`src/rtl/fp_scanner.sv`:
```
// fp_scanner: front-panel read master. Strobes each source on the shared
// fpd bus in turn, assembles a frame, shifts it MSB-first into the LED
// driver chain, then latches it and publishes it on capture.
module fp_scanner #(
    parameter int NUM_SLOTS     = 4,
    parameter int STROBE_CYCLES = 2
) (
    input  logic                   clk,
    input  logic                   reset,
    input  logic                   run,
    output logic [NUM_SLOTS-1:0]   nfpstrobe,
    input  logic [7:0]             fpd,
    output logic                   sr_data,
    output logic                   sr_clk,
    output logic                   sr_latch,
    output logic [8*NUM_SLOTS-1:0] capture,
    output logic                   busy,
    output logic                   frame_done
);

    localparam int FRAME_BITS = 8 * NUM_SLOTS;
    localparam int SLOT_W     = (NUM_SLOTS > 1) ? $clog2(NUM_SLOTS) : 1;
    localparam int CNT_W      = (STROBE_CYCLES > 1) ? $clog2(STROBE_CYCLES) : 1;
    localparam int BIT_W      = $clog2(FRAME_BITS);

    localparam logic [SLOT_W-1:0] LAST_SLOT = SLOT_W'(NUM_SLOTS - 1);
    localparam logic [CNT_W-1:0]  LAST_CNT  = CNT_W'(STROBE_CYCLES - 1);
    localparam logic [BIT_W-1:0]  TOP_BIT   = BIT_W'(FRAME_BITS - 1);

    typedef enum logic [2:0] {
        S_IDLE   = 3'd0,
        S_STROBE = 3'd1,
        S_GAP    = 3'd2,
        S_SHIFT  = 3'd3,
        S_LATCH  = 3'd4
    } state_t;

    state_t                  r_state;
    logic [SLOT_W-1:0]       r_slot;
    logic [CNT_W-1:0]        r_cnt;
    logic [BIT_W-1:0]        r_bit;
    logic                    r_phase;
    logic [FRAME_BITS-1:0]   r_shadow;
    logic [FRAME_BITS-1:0]   r_capture;

    state_t                  w_state_next;
    logic [SLOT_W-1:0]       w_slot_next;
    logic [CNT_W-1:0]        w_cnt_next;
    logic [BIT_W-1:0]        w_bit_next;
    logic                    w_phase_next;
    logic [FRAME_BITS-1:0]   w_shadow_next;
    logic [FRAME_BITS-1:0]   w_capture_next;

    assign capture = r_capture;

    // State and datapath registers; reset forces IDLE at once, which also
    // releases any low strobe without waiting for a clock edge.
    always_ff @(posedge clk or posedge reset) begin
        if (reset) begin
            r_state   <= S_IDLE;
            r_slot    <= '0;
            r_cnt     <= '0;
            r_bit     <= '0;
            r_phase   <= 1'b0;
            r_shadow  <= '0;
            r_capture <= '0;
        end else begin
            r_state   <= w_state_next;
            r_slot    <= w_slot_next;
            r_cnt     <= w_cnt_next;
            r_bit     <= w_bit_next;
            r_phase   <= w_phase_next;
            r_shadow  <= w_shadow_next;
            r_capture <= w_capture_next;
        end
    end

    // Next-state logic and Moore outputs decoded from the registered state.
    always_comb begin
        w_state_next   = r_state;
        w_slot_next    = r_slot;
        w_cnt_next     = r_cnt;
        w_bit_next     = r_bit;
        w_phase_next   = r_phase;
        w_shadow_next  = r_shadow;
        w_capture_next = r_capture;
        nfpstrobe      = '1;
        sr_data        = 1'b0;
        sr_clk         = 1'b0;
        sr_latch       = 1'b0;
        busy           = 1'b1;
        frame_done     = 1'b0;

        case (r_state)
            S_IDLE: begin
                busy = 1'b0;
                // run is only looked at here, so a frame always completes.
                if (run) begin
                    w_state_next = S_STROBE;
                    w_slot_next  = '0;
                    w_cnt_next   = '0;
                end
            end

            S_STROBE: begin
                for (int k = 0; k < NUM_SLOTS; k++) begin
                    if (r_slot == SLOT_W'(k)) begin
                        nfpstrobe[k] = 1'b0;
                    end
                end
                if (r_cnt == LAST_CNT) begin
                    // Sample on the edge that ends the last strobe cycle.
                    for (int k = 0; k < NUM_SLOTS; k++) begin
                        if (r_slot == SLOT_W'(k)) begin
                            w_shadow_next[8*k +: 8] = fpd;
                        end
                    end
                    w_cnt_next   = '0;
                    w_state_next = S_GAP;
                end else begin
                    w_cnt_next = r_cnt + 1'b1;
                end
            end

            S_GAP: begin
                // All strobes high for a cycle so the last source lets go of fpd.
                if (r_slot < LAST_SLOT) begin
                    w_slot_next  = r_slot + 1'b1;
                    w_state_next = S_STROBE;
                end else begin
                    w_bit_next   = TOP_BIT;
                    w_phase_next = 1'b0;
                    w_state_next = S_SHIFT;
                end
            end

            S_SHIFT: begin
                // Bit index only moves after phase 1, so data is steady
                // across the rising edge of sr_clk.
                sr_data      = r_shadow[r_bit];
                sr_clk       = r_phase;
                w_phase_next = ~r_phase;
                if (r_phase) begin
                    if (r_bit == '0) begin
                        // Publish the whole frame so it is valid while
                        // frame_done is high.
                        w_capture_next = r_shadow;
                        w_state_next   = S_LATCH;
                    end else begin
                        w_bit_next = r_bit - 1'b1;
                    end
                end
            end

            S_LATCH: begin
                sr_latch     = 1'b1;
                frame_done   = 1'b1;
                w_state_next = S_IDLE;
            end

            default: begin
                w_state_next = S_IDLE;
            end
        endcase
    end

endmodule

```
`config.mk`:
```
export PLATFORM = sky130hd
export DESIGN_NAME = fp_scanner
export DESIGN_NICKNAME = d
export VERILOG_FILES = /design/src/rtl/fp_scanner.sv
export SDC_FILE = /design/constraint.sdc
export NUM_CORES = 1
export LEC_CHECK = 0
export CELL_PAD_IN_SITES_DETAIL_PLACEMENT = 1
export CELL_PAD_IN_SITES_GLOBAL_PLACEMENT = 1
export CORE_MARGIN = 3
export CORE_UTILIZATION = 50
export CTS_BUF_LIST = sky130_fd_sc_hd__clkbuf_4 sky130_fd_sc_hd__clkbuf_8
export CTS_CLUSTER_SIZE = 8
export DETAILED_ROUTE_END_ITERATION = 8
export PLACE_DENSITY = 0.92
export RECOVER_POWER = 50
export REMOVE_ABC_BUFFERS = 1
export SYNTH_ARGS = -nofsm -noshare
export SYNTH_HDL_FRONTEND = slang
export SYNTH_SLANG_ARGS = --single-unit
```
`constraint.sdc`:
```
create_clock -name clk -period 3.4 [get_ports clk]
set_input_delay 0.51 -clock clk [delete_from_list [all_inputs] [get_ports clk]]
set_output_delay 0.51 -clock clk [all_outputs]
set_load 0.05 [all_outputs]
```
# Word-level counts from Yosys, hierarchy flattened
# Cells that the tools add are included.
# Widths: inputs -> output; s select.
# totals
out_inout_bits	41
inputBits	11
regBits	76
elab_cells	75
# op_classes
add_sub_neg	3
bitwise	1
eq_ne	14
mux	29
magnitude_cmp	2
reduce_logical	16
# op_table
op	count
$reduce_and 3->1	6
$mux 5	3
$ne 2x2->1 const B	7
$mux 1	12
$mux 3	4
$pmux 3 s4	1
$pmux 5 s2	1
$reduce_and 4->1	2
$eq 3x2->1 const B	2
$lt 5x6->1 const B	1
$mux 2	3
$reduce_bool 2->1	3
$bmux 1 s5	1
$logic_not 5->1	1
$sub 5x1->5 const B	1
$eq 2x2->1 const B	2
$mux 4	1
$pmux 1 s2	2
$pmux 2 s2	1
$reduce_and 2->1	2
$eq 3x1->1 const B	1
$eq 3x3->1 const B	1
$logic_not 3->1	1
$add 2x1->2 const B	1
5 further kinds	5

# Longest topological paths before layout
# logic_depth
depth_word	4
ltp_mapped	9

# Least setup slack after synthesis
# Ideal clock, no wire load.
# synth_timing
kind	register -> output
start	register r_state[2]
end	output port sr_latch
stages_incl_launch_ff	4
slack_ns	0.685
required_time_ns	2.890
t_arrival_ns	2.205
cell_sequence	dfrtp_1 clkbuf_1 nor3b_1 buf_4
# synth_via
elab_chain_len	2
# synth_rtl
item	line	text
start: declaration	38	state_t r_state;
start signal: assignment	68	r_state <= w_state_next;
$eq 3x3->1	-	
$mux 1	-	
end: declaration	15	output logic sr_latch,
# Every way passes these cells.

# Worst setup path in the final report
# layout_timing
start	register r_state[0]
end	output port sr_data
# layout_via
elab_chain_len	2
# layout_rtl
item	line	text
$eq 3x2->1	94	case (r_state)
$mux 1	94	
end: declaration	13	output logic sr_data,
# Every way passes these cells.

==> results <==
- The run finished with clean final reports.
- The max-slew violation count is 0.
- After the last flow step, the layout net total stands at about 330.
- In this design, the largest share of critical-path delay is due to buffers and inverters.
- Setup repair after global routing left no endpoint under its margin.
- The clock arrives with roughly 0.012 ns of skew.
- The post-detailed-placement half-perimeter wirelength is approximately 5800 µm.
- The largest net degree at the start of global routing is 42.
- The via count of the first global-routing pass is approximately 2600.
- The count of buffers added on input and output ports is 51.
- In this run, synthesis inferred 0 flip-flops with an integrated enable.
- The time the worst path needs with I/O delays and setup is 3.152 ns.
- The endpoint type of the worst setup path is a primary output.
- The share of synthesized area in the top cell type comes to 0.5296.
- The number of gates resized after CTS was 0.
- The number of setup violations in the final report is 0.
- After technology mapping, the gate count stands at 262.
- The normalized max-slew margin is 0.05509.
- Among the stages of the critical path, the cell type that occurs most often is sky130_fd_sc_hd__nand4_1.
- The synthesized netlist occupies a cell area of between 3000 and 4000 µm².
- The TritonCTS sink count is 76.
- The region available for standard cell placement spans just under 7000 µm².
- The share of power burned in the clock network is 0.133.
- The clock slew at the register clock pins of the worst setup and hold paths is roughly 0.08 ns.
- The total grt overflow is 0.
- The congestion estimate from routability-driven global placement came to between 0.8 and 0.9.
- The number of iterations in the first detailed-routing pass is 4.
- The share of async-settable or async-resettable flops after synthesis is 1.000.
- The finished layout holds between 400 and 500 standard cells, fillers aside.
- Once detail routing completed, the nets flagged for antenna violations numbered 0.
- The I/O pin total is 52.
- In the final routed layout, each cell accounts on average for between 20 and 25 µm.
- The TritonCTS clock tree is built.
- The worst hold path class is flop to flop.
- Compared with the post-synthesis result, the final layout area differs by 20.49%.
- The instance count after placement with tap cells included is about 400.
- The die span in x is around 90 µm.
- The highest achievable clock rate is 317.2 MHz.
- Hold repair after CTS inserted 0 buffers.
- The first-iteration detailed-routing DRC count is 156.
- For this configuration, the core starts out at a cell density of 0.5228.
- Clock tree synthesis selected as its root buffer the cell sky130_fd_sc_hd__clkbuf_8.
- Power comes to 4743 µW.
- In the final timing run, aggregate negative setup slack is 0 ns.
- The startpoint type of the worst setup path is a flop.
- The critical-path cell with the highest stage delay is sky130_fd_sc_hd__clkdlybuf4s50_1.
- Data arrives at the worst endpoint at roughly 2.6 ns.
- The routed layout has 2321 vias.
- The max-cap check violation count is 0.
- In the final layout, the share of cells above drive strength 1 is 0.2925.
- The transition at the pin with the smallest max-transition slack is 1.416 ns.
- Of the total power, combinational logic draws 0.498.
- The longest clock path from root to sink contains 2 buffers.
- The number of antenna diodes in the final layout is 0.
- Of the total power, the share spent switching nets is 0.4372.
- The aggregate routed wire length is around 8400 µm.
- Clock latency on the worst-skew pair, taken at its later pin, is around 0.34 ns.
- The internal power component is 2669 µW.
- The die boundary height is around 91 µm.
- Walking the worst path, the cells encountered are nor4bb_2 > a21boi_0 > nand4_1 > nand4_1 > clkdlybuf4s50_1.
- Across every metal layer, demand over resource in global routing totals 0.2195.
- For this design the total switching power over the nets is ~2100 µW.
- The initial antenna violation count came to 0.
- The sequential power share is 0.369.
- The largest stage delay on the critical path is 0.81 ns.
- The worst voltage drop across the vdd grid is 0.5542 mV.
- The post-synthesis sequential area ratio is 0.5296.
- The first global-routing pass estimated 14020 µm of wire.
- The fraction of the cycle the final worst path needs is 0.9271.
- The count of cell types in the netlist is 45.
- The total of warnings raised by yosys is 0.
- Summed over all instances, the cell type with the most area after synthesis is sky130_fd_sc_hd__dfrtp_1.
- The initialized floorplan defines 30 standard-cell rows.
- In the post-synthesis netlist, the biggest area contributors are sky130_fd_sc_hd__dfrtp_1, sky130_fd_sc_hd__mux2_4, sky130_fd_sc_hd__mux2_2, sky130_fd_sc_hd__mux2i_1, sky130_fd_sc_hd__ha_1.
- The die footprint is between 8000 and 9000 µm².
- The average via count per standard cell is between 5 and 6.
- Together, buffers and inverters on the worst path number 1.
- The main flop type after synthesis is sky130_fd_sc_hd__dfrtp_1.
- The detailed-route DRC error count is 0.
- The type of the worst setup path is flop to primary output.
- The cell area power density is about 1100 nW/µm².
- Along the worst path, the maximum fanout reaches 14.
- The number of CTS-inserted buffers is 9.
- The H-tree generated during clock tree synthesis spans 3 levels.
- STA puts the critical path data required time at slightly below 3 ns.
- The number of setup buffers added after CTS is 0.
- Counting flops and latches in the post-synthesis netlist gives 76.
- The average instance in the mapped netlist occupies between 10 and 15 µm².
- For this design the static power due to leakage is 0.002033 µW.
- The number of hold violations in the final report came to 0.
[cells in the mapped netlist (all sizes together), types with 3 or more instances]
library cell / number
nor3: 3
mux2i: 12
inv: 8
buf: 8
clkbuf: 8
nand2: 11
nand3: 6
nor3b: 3
ha: 5
a21oi: 7
nand4: 6
mux2: 64
dfrtp: 76
nand2b: 4
nor2: 5
o21ai: 4
a21o: 3
[power groups by stage]
stage | Combinational, µW | Sequential [µW] | Clock [µW]
global placement | 2320 | 1730 | 0
detailed placement | 2390 | 1760 | 0
finish | 2360 | 1750 | 629
global route | 2490 | 1830 | 689
floorplan | 1040 | 2290 | 0
CTS | 2410 | 1760 | 639
[area by class of cell]
cell class / instances / area [µm²]
clock buffer: 14 / 167.7
clock inverter: 2 / 10.01
fill: 682 / 2542
inverter: 8 / 30.03
multi-input combinational: 162 / 1554
sequential: 76 / 1903
tap: 96 / 120.1
timing repair buffer: 56 / 541.8
[sequential cells by signal, indices dropped and copies added, names as in the netlist]
register,flops
r_bit,5
r_phase,1
r_shadow,32
r_slot,2
capture,32
r_state,3
r_cnt,1
[kinds of logic after synthesis]
logic type,count (synthesis),synth area share
buffers and inverters,24,0.03554
and+or+nand+nor,50,0.08433
adders and majority gates,5,0.01742
DFF,76,0.5296
AOI/OAI and AO/OA,29,0.05610
muxes,78,0.2770
[cell usage in the layout (no fill, tap or decap), types with 6 or more instances in the layout]
cell type / Yosys / layout
sky130_fd_sc_hd__a21oi_1: 7 / 7
sky130_fd_sc_hd__nand4_1: 6 / 6
sky130_fd_sc_hd__dfrtp_1: 76 / 75
sky130_fd_sc_hd__inv_1: 8 / 8
sky130_fd_sc_hd__clkdlybuf4s50_1: 0 / 37
sky130_fd_sc_hd__nand2_1: 10 / 10
sky130_fd_sc_hd__nand3_1: 6 / 6
sky130_fd_sc_hd__clkbuf_8: 0 / 10
sky130_fd_sc_hd__dlygate4sd3_1: 0 / 14
sky130_fd_sc_hd__mux2_4: 29 / 29
sky130_fd_sc_hd__mux2_2: 35 / 35
sky130_fd_sc_hd__mux2i_1: 12 / 12
[routing by layer]
layer | global-route usage | part of all wire | up-vias
li1 | - | - | 1051
met4 | 0.07653 | 0.019 | 0
met1 | 0.2801 | 0.43 | 1200
met2 | 0.3650 | 0.50 | 57
met3 | 0.05250 | 0.044 | 13
met5 | 0 | 0 | -
[stage by stage]
stage | area [µm²] | hold WS (ns) | utilization | setup slack [ns]
global route | 4327 | 0.5210 | 0.6299 | 0.01836
CTS | 4352 | 0.5142 | 0.6335 | 0.03004
detailed placement | 4174 | 0.4953 | 0.6077 | 0.4441
finish | 4327 | 0.5030 | 0.6299 | 0.2478
global placement | 4174 | 0.4887 | 0.6077 | 0.5657
floorplan | 3493 | 0.4933 | - | 0.1682
[worst paths after layout]
check                                        startpoint                        to  slack (ns)  cells past startpoint
worst min register to register  capture[11]$_DFFE_PP0P_   capture[11]$_DFFE_PP0P_        0.50                      1
worst max register to register     r_bit[0]$_DFFE_PP0P_   capture[26]$_DFFE_PP0P_        0.43                      8
worst max-delay path             r_state[0]$_DFFE_PP0P_                   sr_data        0.25                      5
min in group asynchronous                         reset  r_shadow[17]$_DFFE_PP0P_        1.02                      2
max in group asynchronous                         reset  r_shadow[30]$_DFFE_PP0P_        0.68                      3
worst min-delay path            capture[11]$_DFFE_PP0P_   capture[11]$_DFFE_PP0P_        0.50                      1
Note: power is estimated with default switching activity, not from simulation.
